$ cat src/rtl/vend_sequencer.sv
// Vend sequencer: credit check, soda/diet arbitration, dispense handshake,
// nickel-by-nickel change and accumulator clear. Define VEND_TIMEOUT_EN for dispense timeout with refund.
module vend_sequencer #(
  parameter int PRICE = 45
`ifdef VEND_TIMEOUT_EN
  ,
  parameter int TIMEOUT_CYC = 16
`endif
) (
  input  logic       CLK,
  input  logic       reset,
  input  logic [6:0] credit,
  input  logic       soda,
  input  logic       diet,
  input  logic       stock_soda,
  input  logic       stock_diet,
  input  logic       vend_ack,
  output logic       GiveSoda,
  output logic       GiveDiet,
  output logic       change_pulse,
  output logic       credit_clr,
  output logic       busy,
  output logic       fault
);

  localparam logic [2:0] ST_IDLE   = 3'd0;
  localparam logic [2:0] ST_VEND   = 3'd1;
  localparam logic [2:0] ST_CHANGE = 3'd2;
  localparam logic [2:0] ST_CLEAR  = 3'd3;
`ifdef VEND_TIMEOUT_EN
  localparam logic [2:0]  ST_REFUND = 3'd4;
  localparam logic [15:0] CNT_LAST  = 16'(TIMEOUT_CYC - 1);
`endif
  localparam logic [6:0] PRICE_C = 7'(PRICE);

  logic [2:0] state_q, state_d;
  logic       prio_q, prio_d;
  logic [6:0] chg_q, chg_d;
  logic       phase_q, phase_d;
  logic       give_soda_q, give_soda_d;
  logic       give_diet_q, give_diet_d;
  logic       pulse_q, pulse_d;
  logic       clr_q, clr_d;
  logic       busy_q, busy_d;
`ifdef VEND_TIMEOUT_EN
  logic [15:0] cnt_q, cnt_d;
  logic        fault_q, fault_d;
  logic [6:0]  credit_q, credit_d;
`endif

  logic elig_soda_s;
  logic elig_diet_s;
  logic pick_soda_s;

  // Eligibility and arbitration; prio_q = 1 means diet goes first on a tie.
  always_comb begin
    elig_soda_s = soda & stock_soda & (credit >= PRICE_C);
    elig_diet_s = diet & stock_diet & (credit >= PRICE_C);
    pick_soda_s = elig_soda_s & (~elig_diet_s | ~prio_q);
  end

  // Next-state and next-output logic.
  always_comb begin
    state_d     = state_q;
    prio_d      = prio_q;
    chg_d       = chg_q;
    phase_d     = phase_q;
    give_soda_d = give_soda_q;
    give_diet_d = give_diet_q;
    pulse_d     = 1'b0;
    clr_d       = 1'b0;
`ifdef VEND_TIMEOUT_EN
    cnt_d       = cnt_q;
    fault_d     = fault_q;
    credit_d    = credit_q;
`endif
    case (state_q)
      ST_IDLE: begin
        if (elig_soda_s | elig_diet_s) begin
          state_d     = ST_VEND;
          give_soda_d = pick_soda_s;
          give_diet_d = ~pick_soda_s;
          prio_d      = pick_soda_s;
          chg_d       = (credit - PRICE_C) / 7'd5;
          phase_d     = 1'b0;
`ifdef VEND_TIMEOUT_EN
          cnt_d       = 16'd0;
          credit_d    = credit;
`endif
        end else begin
          state_d = ST_IDLE;
        end
      end
      ST_VEND: begin
        if (vend_ack) begin
          state_d     = ST_CHANGE;
          give_soda_d = 1'b0;
          give_diet_d = 1'b0;
          phase_d     = 1'b0;
        end
`ifdef VEND_TIMEOUT_EN
        // An ack in the expiry cycle takes the branch above.
        else if (cnt_q == CNT_LAST) begin
          state_d     = ST_REFUND;
          give_soda_d = 1'b0;
          give_diet_d = 1'b0;
          phase_d     = 1'b0;
          fault_d     = 1'b1;
          chg_d       = credit_q / 7'd5;
        end else begin
          cnt_d = cnt_q + 16'd1;
        end
`else
        else begin
          state_d = ST_VEND;
        end
`endif
      end
`ifdef VEND_TIMEOUT_EN
      ST_CHANGE, ST_REFUND: begin
`else
      ST_CHANGE: begin
`endif
        // phase_q marks the cycle in which the pulse is visible.
        if (phase_q) begin
          phase_d = 1'b0;
          if (chg_q == 7'd0) begin
            state_d = ST_CLEAR;
            clr_d   = 1'b1;
          end else begin
            state_d = state_q;
          end
        end else if (chg_q == 7'd0) begin
          state_d = ST_CLEAR;
          clr_d   = 1'b1;
        end else begin
          pulse_d = 1'b1;
          chg_d   = chg_q - 7'd1;
          phase_d = 1'b1;
        end
      end
      ST_CLEAR: begin
        state_d = ST_IDLE;
      end
      default: begin
        state_d     = ST_IDLE;
        give_soda_d = 1'b0;
        give_diet_d = 1'b0;
        chg_d       = 7'd0;
        phase_d     = 1'b0;
      end
    endcase
    busy_d = (state_d != ST_IDLE);
  end

  // State and registered outputs.
  always_ff @(posedge CLK or posedge reset) begin
    if (reset) begin
      state_q     <= ST_IDLE;
      prio_q      <= 1'b0;
      chg_q       <= 7'd0;
      phase_q     <= 1'b0;
      give_soda_q <= 1'b0;
      give_diet_q <= 1'b0;
      pulse_q     <= 1'b0;
      clr_q       <= 1'b0;
      busy_q      <= 1'b0;
`ifdef VEND_TIMEOUT_EN
      cnt_q       <= 16'd0;
      fault_q     <= 1'b0;
      credit_q    <= 7'd0;
`endif
    end else begin
      state_q     <= state_d;
      prio_q      <= prio_d;
      chg_q       <= chg_d;
      phase_q     <= phase_d;
      give_soda_q <= give_soda_d;
      give_diet_q <= give_diet_d;
      pulse_q     <= pulse_d;
      clr_q       <= clr_d;
      busy_q      <= busy_d;
`ifdef VEND_TIMEOUT_EN
      cnt_q       <= cnt_d;
      fault_q     <= fault_d;
      credit_q    <= credit_d;
`endif
    end
  end

  assign GiveSoda     = give_soda_q;
  assign GiveDiet     = give_diet_q;
  assign change_pulse = pulse_q;
  assign credit_clr   = clr_q;
  assign busy         = busy_q;
`ifdef VEND_TIMEOUT_EN
  assign fault        = fault_q;
`else
  assign fault        = 1'b0;
`endif

endmodule
$ cat config.mk
export PLATFORM = sky130hd
export DESIGN_NAME = vend_sequencer
export DESIGN_NICKNAME = d
export VERILOG_FILES = /design/src/rtl/vend_sequencer.sv
export SDC_FILE = /design/constraint.sdc
export NUM_CORES = 1
export LEC_CHECK = 0
export CORE_ASPECT_RATIO = 1.2
export CORE_MARGIN = 4
export CORE_UTILIZATION = 35
export CTS_CLUSTER_DIAMETER = 50
export CTS_CLUSTER_SIZE = 40
export DETAILED_ROUTE_END_ITERATION = 8
export GPL_TIMING_DRIVEN = 0
export PLACE_DENSITY = 0.63
export REMOVE_ABC_BUFFERS = 1
export SKIP_CTS_REPAIR_TIMING = 1
export SYNTH_ARGS = -nofsm -noshare
export SYNTH_HDL_FRONTEND = slang
export SYNTH_SLANG_ARGS = --single-unit
export TNS_END_PERCENT = 1
$ cat constraint.sdc
create_clock -name CLK -period 2.3 [get_ports CLK]
set_clock_uncertainty 0.2 [all_clocks]
set_input_delay 0.23 -clock CLK [delete_from_list [all_inputs] [get_ports CLK]]
set_output_delay 0.23 -clock CLK [all_outputs]
set_load 0.01 [all_outputs]
==> impl_results.md <==
* Status: finished with violations
* Failing checks: setup timing
* Cells after synthesis at slightly below 300
* Clk_lat worst skew at ~260 ps
* Reg-to-reg slack, setup at ~10 ps
* Core Rows at 31
* Core Region at about 6000 um2
* VDD IR max at ~240 uV
* Post-synth EDFFs at 0
* Largest net degree at the start of global routing at 38
* Dpl ws at -1466 ps
* WP depth at 10
* Min-Delay Path Class: input pin to asynchronous set/reset pin
* Final worst slack at -30.13 ps
* FF-to-FF path depth at 9
* Leak at between 1 and 1.5 nW
* Via count at approximately 2200
* Post-DR wirelength/cell at about 15 um
* Fmax at ~430 MHz
* DR WL met3 at about 210 um
* Least-Margin Pin Slew at 716.2 ps
* Hold Slack at approximately 160 ps
* First-pass GRT wire length at a little over 9000 um
* Starting DRC count in detailed routing at roughly 120
* Max-Cap Viols at 0
* Min cycle time layout at 2330 ps
* Setup violators final at 1
* WP data arrival at approximately 2300 ps
* Power density over the cells at between 500 and 600 nW/um2
* Initial antenna violation count at 0
* Max Buffers Root-to-Sink at 2
* Worst path required time at 2250 ps
* Final-report hold violation count at 0
* Headroom to the max-slew limit at 0.5188
* Share of the synthesized area in the top cell type at 0.1959
* ANT cells at 0
* Post-Route WL at 5929 um
* Die Y at 94.30 um
* Clock sinks at 17
* Area Overhead vs Synth at 20.68%
* CP Cell Sequence: buf_6 > inv_2 > ha_4 > nand3b_1 > buf_4 > xnor2_2 > a2111oi_2 > a221oi_1 > a21o_1 > a211o_1
* CP delay by family, top: compound AO/OA/AOI/OAI gates
* I/O Buffers at 18
* TritonCTS buffer count at 3
* Synth warn at 0
* DRC Markers at 0
* Synth top area cells: dfrtp_1 20%, o21ai_0 5.8%, xnor2_1 5.2%
* CTS tree: done
* DR top layer: met4
* Clk root buf: clkbuf_8
* Number of global-route vias before repair at ~2000
* Critical path buffers and inverters at 3
* HPWL after DPL at 3965 um
* Final worst-path cycle share at 1.013
* Dominant synthesized flop cell: dfrtp_1
* Post-synthesis register bit count at 17
* Fin cells at ~380
* Power, Total at 1.329 mW
* RSZ-0062 raised after global routing: true
* Met2 Wirelength at roughly 3100 um
* Placed cells at about 370
* CTS clk-pin slew, worst paths at approximately 70 ps
* Crit. End Element: register
* Die Wd at roughly 80 um
* Initial DRT Pass Iterations at 4
* Mapped cell area at about 2200 um2
* Htree depth at 1
* Layout cells sized above 1 at 0.1987
* GRT overflow at 0
* Fraction of the yosys area taken by sequential cells at 0.1959
* Slowest stage cell, crit path: a2111oi_2
* RR Endpoint: chg_q[0]
* Max-slew violation count at 0
* CP startpoint kind: input pin
* Die area at roughly 7500 um2
* Crit path max fanout at 12
* Leading area contributor after synthesis: dfrtp_1
* CP peak stage delay at approximately 440 ps
* WS Path Type: input pin to register
* Syn Area/Cell at roughly 7.5 um2
* Unique cell type count in the Yosys netlist at 67
* Critical R2R Launch: chg_q[0]
* Async SR Flop Fraction at 1.000
* DRT antenna net count at 0
* All-Layer GR Usage at 0.1506
* Post-DR vias/cell at just under 6
* Layout net count at about 320
* Initial core utilization at 0.3590
* M1 WL at 2523 um
* RD Place Congestion at between 0.9 and 1
* Io pins at 20
==> placed cells by master (no fill, tap or decap), drive strengths merged, types with 4 or more instances in the layout <==
cell	n
clkdlybuf4s50	11
a211oi	4
nand2b	12
nor3	8
ha	5
o211ai	4
nand2	18
a221oi	4
a21o	7
a31oi	6
nor2	30
nand3b	4
a21oi	23
xnor2	13
o21ai	33
clkbuf	9
nor2b	5
inv	10
o31ai	4
nand3	5
buf	13
dfrtp	17
==> cell type report <==
cell class | instances | area, um2
Tap cell | 82 | 102.6
Timing Repair Buffer | 30 | 257.7
Clock buffer | 3 | 41.29
Sequential cell | 17 | 425.4
Multi-Input combinational cell | 241 | 1749
Inverter | 10 | 40.04
Clock inverter | 1 | 5.005
Fill cell | 627 | 3430
==> worst max path at each step <==
stage                     startpoint       end
final                      credit[0]  chg_q[0]
after floorplan            credit[0]  chg_q[0]
after global routing        chg_q[0]  chg_q[0]
after global placement     credit[0]  chg_q[0]
after CTS                  credit[0]  chg_q[0]
after detailed placement   credit[0]  chg_q[0]
==> kinds of logic after synthesis <==
family                   Yosys count  synth area share
other                              1          0.001726
AO/OA/AOI/OAI                    114            0.3744
adder cells (fa/ha/maj)            6           0.03341
AND/OR/NAND/NOR                  101            0.2425
XOR/XNOR                          15           0.06049
multiplexers                       3           0.01383
flip-flops                        17            0.1959
buffers and inverters             33           0.07777
==> worst register-to-register path: stages, from the launching register on <==
cell and delay, ps:
dfrtp_1 400, inv_2 60, ha_1 200, nor3b_4 160
a21o_1 240, or3_1 310, o21ai_1 90, a221o_1 190
a21oi_1 50, a211o_1 270
==> Yosys cell counts (4+ instances only) <==
master and instances:
a21o_1 7, a21oi_1 21, a31oi_1 6, buf_2 12, buf_4 4, clkbuf_1 5, dfrtp_1 17, ha_1 5
inv_1 10, nand2_1 18, nand2b_1 12, nand3_1 5, nand3b_1 4, nor2_1 28, nor2b_1 4, nor3_1 8
o211ai_1 4, o21ai_0 25, o21ai_1 7, o31ai_1 4, xnor2_1 13
==> stage by stage <==
stage,TNS [ps],area (um2),util
floorplan,-160.3,2044,-
global placement,-11010,2327,0.3846
detailed placement,-11560,2327,0.3846
CTS,-8115,2374,0.3923
global route,-142.4,2621,0.4332
finish,-30.13,2621,0.4332
==> sequential cells by signal (all words and copies together) (netlist names) <==
name          cells
GiveSoda          1
GiveDiet          1
busy              1
state_q           3
chg_q             7
change_pulse      1
prio_q            1
phase_q           1
credit_clr        1
==> report_power, final <==
part	internal [mW]	leakage (nW)	switching, mW
logic	0.324	0.764	0.381
registers	0.342	0.225	0.0538
clock network	0.121	0.0255	0.108
total	0.786	1.01	0.543
==> per-layer routing <==
layer  GRT usage  vias to the layer above
li1            -                     1093
met1      0.1953                     1058
met2      0.2617                       58
met3     0.01248                        7
met4     0.04648                        0
met5           0                        -
Power figures use the tool's default switching activity.
==> RTL change, RTL diff (same settings) <==
The output `credit_clr` loses its register stage (`clr_q` becomes a continuous assignment).
--- a/src/rtl/vend_sequencer.sv
+++ b/src/rtl/vend_sequencer.sv
@@ -163,7 +163,6 @@
       give_soda_q <= 1'b0;
       give_diet_q <= 1'b0;
       pulse_q     <= 1'b0;
-      clr_q       <= 1'b0;
       busy_q      <= 1'b0;
 `ifdef VEND_TIMEOUT_EN
       cnt_q       <= 16'd0;
@@ -178,7 +177,6 @@
       give_soda_q <= give_soda_d;
       give_diet_q <= give_diet_d;
       pulse_q     <= pulse_d;
-      clr_q       <= clr_d;
       busy_q      <= busy_d;
 `ifdef VEND_TIMEOUT_EN
       cnt_q       <= cnt_d;
@@ -187,6 +185,8 @@
 `endif
     end
   end
+
+  assign clr_q = clr_d;
 
   assign GiveSoda     = give_soda_q;
   assign GiveDiet     = give_diet_q;
Behaviour: not the same (Yosys sat finds a counterexample within 4 cycles, from zero or initial values and one cycle with reset high).
==> RTL change against the original RTL <==
The flow still finishes with violations (setup timing); cell area decreased by 14%; synthesized cell count decreased by 23%; combinational power decreased by 22%; fmax decreased by 0.93%; routed wire length decreased by 27%; utilization increased by 2.5 points; cell count decreased by 21%; area after synthesis decreased by 19%; sequential cell count decreased by 1; clock power decreased by 8%; setup slack got worse by 22 ps; power decreased by 15%; sequential power decreased by 7.6%.
==> RTL change: results <==
[status]
status = complete, but fails checks
violations = setup timing

[logic_synthesis]
synth.area.top_cells = dfrtp_1, nor2_1, nand3_1, ha_1, xnor2_1
synth_common_cells = nor2_1, dfrtp_1, nand3_1, nand2_1, buf_2
synth.distinct_cells = 68

[global_routing]
first_global_vias = 1440
grt_max_degree = 29
grt_use_met1 = 0.1663

[final_layout]
buffer_area_frac = 0.1335
buffers_excl_clock = 34
fin_nets = 265

[placed_design]
placedCellCount = 284
gp_congestion = 0.8027

[pwr]
leakagePower_uw = 0.0009038
vdd_ir_drop_max_v = 0.0001959

[route]
drtIter0Drc = 86
wl_per_cell_um = 14.21
met2_length_mm = 2.202
wl_met3_um = 175

[worst_setup_path]
crit_start = credit[1]
r2r_slack_ps = 210

[sta]
timing.hold.ws_ps = 148.9
finalSetupViolCount = 1
setup_slack_ps = -51.97
max-slew-margin-rel = 0.5879

[floorplanning]
dieArea_mm2 = 0.006241
RTL change: cell types whose count changed in the layout (fill, tap and decap cells not counted), moves of 4 or more:
| cell | delta |
|---|---|
| dfrtp_1 | -4 |
| nand2_1 | -8 |
| o21ai_0 | -17 |
| xnor2_1 | -6 |
| nand3_1 | +10 |
| nor2_1 | -8 |
| o21ai_1 | -4 |
| a31oi_1 | -4 |
| a21oi_1 | -15 |
| nand2b_1 | -4 |
| xor2_1 | +4 |
RTL change: cells by family (layout without fill, tap and decap cells):
logic type               count (synthesis)  count (layout)  synth area share
adder cells (fa/ha/maj)                  5               5           0.03549
AO/OA/AOI/OAI                           69              69            0.3094
flip-flops                              16              16            0.2271
AND/OR/NAND/NOR                         88              88            0.2584
multiplexers                             3               3           0.01703
buffers and inverters                   26              46           0.07238
XOR/XNOR                                14              15           0.07807
other                                    1               2          0.002127
RTL change: power breakdown:
part	switching [uW]	internal (uW)	total, uW
Clock	93.8	116	210
Combinational	280	268	548
Sequential	45.0	321	366
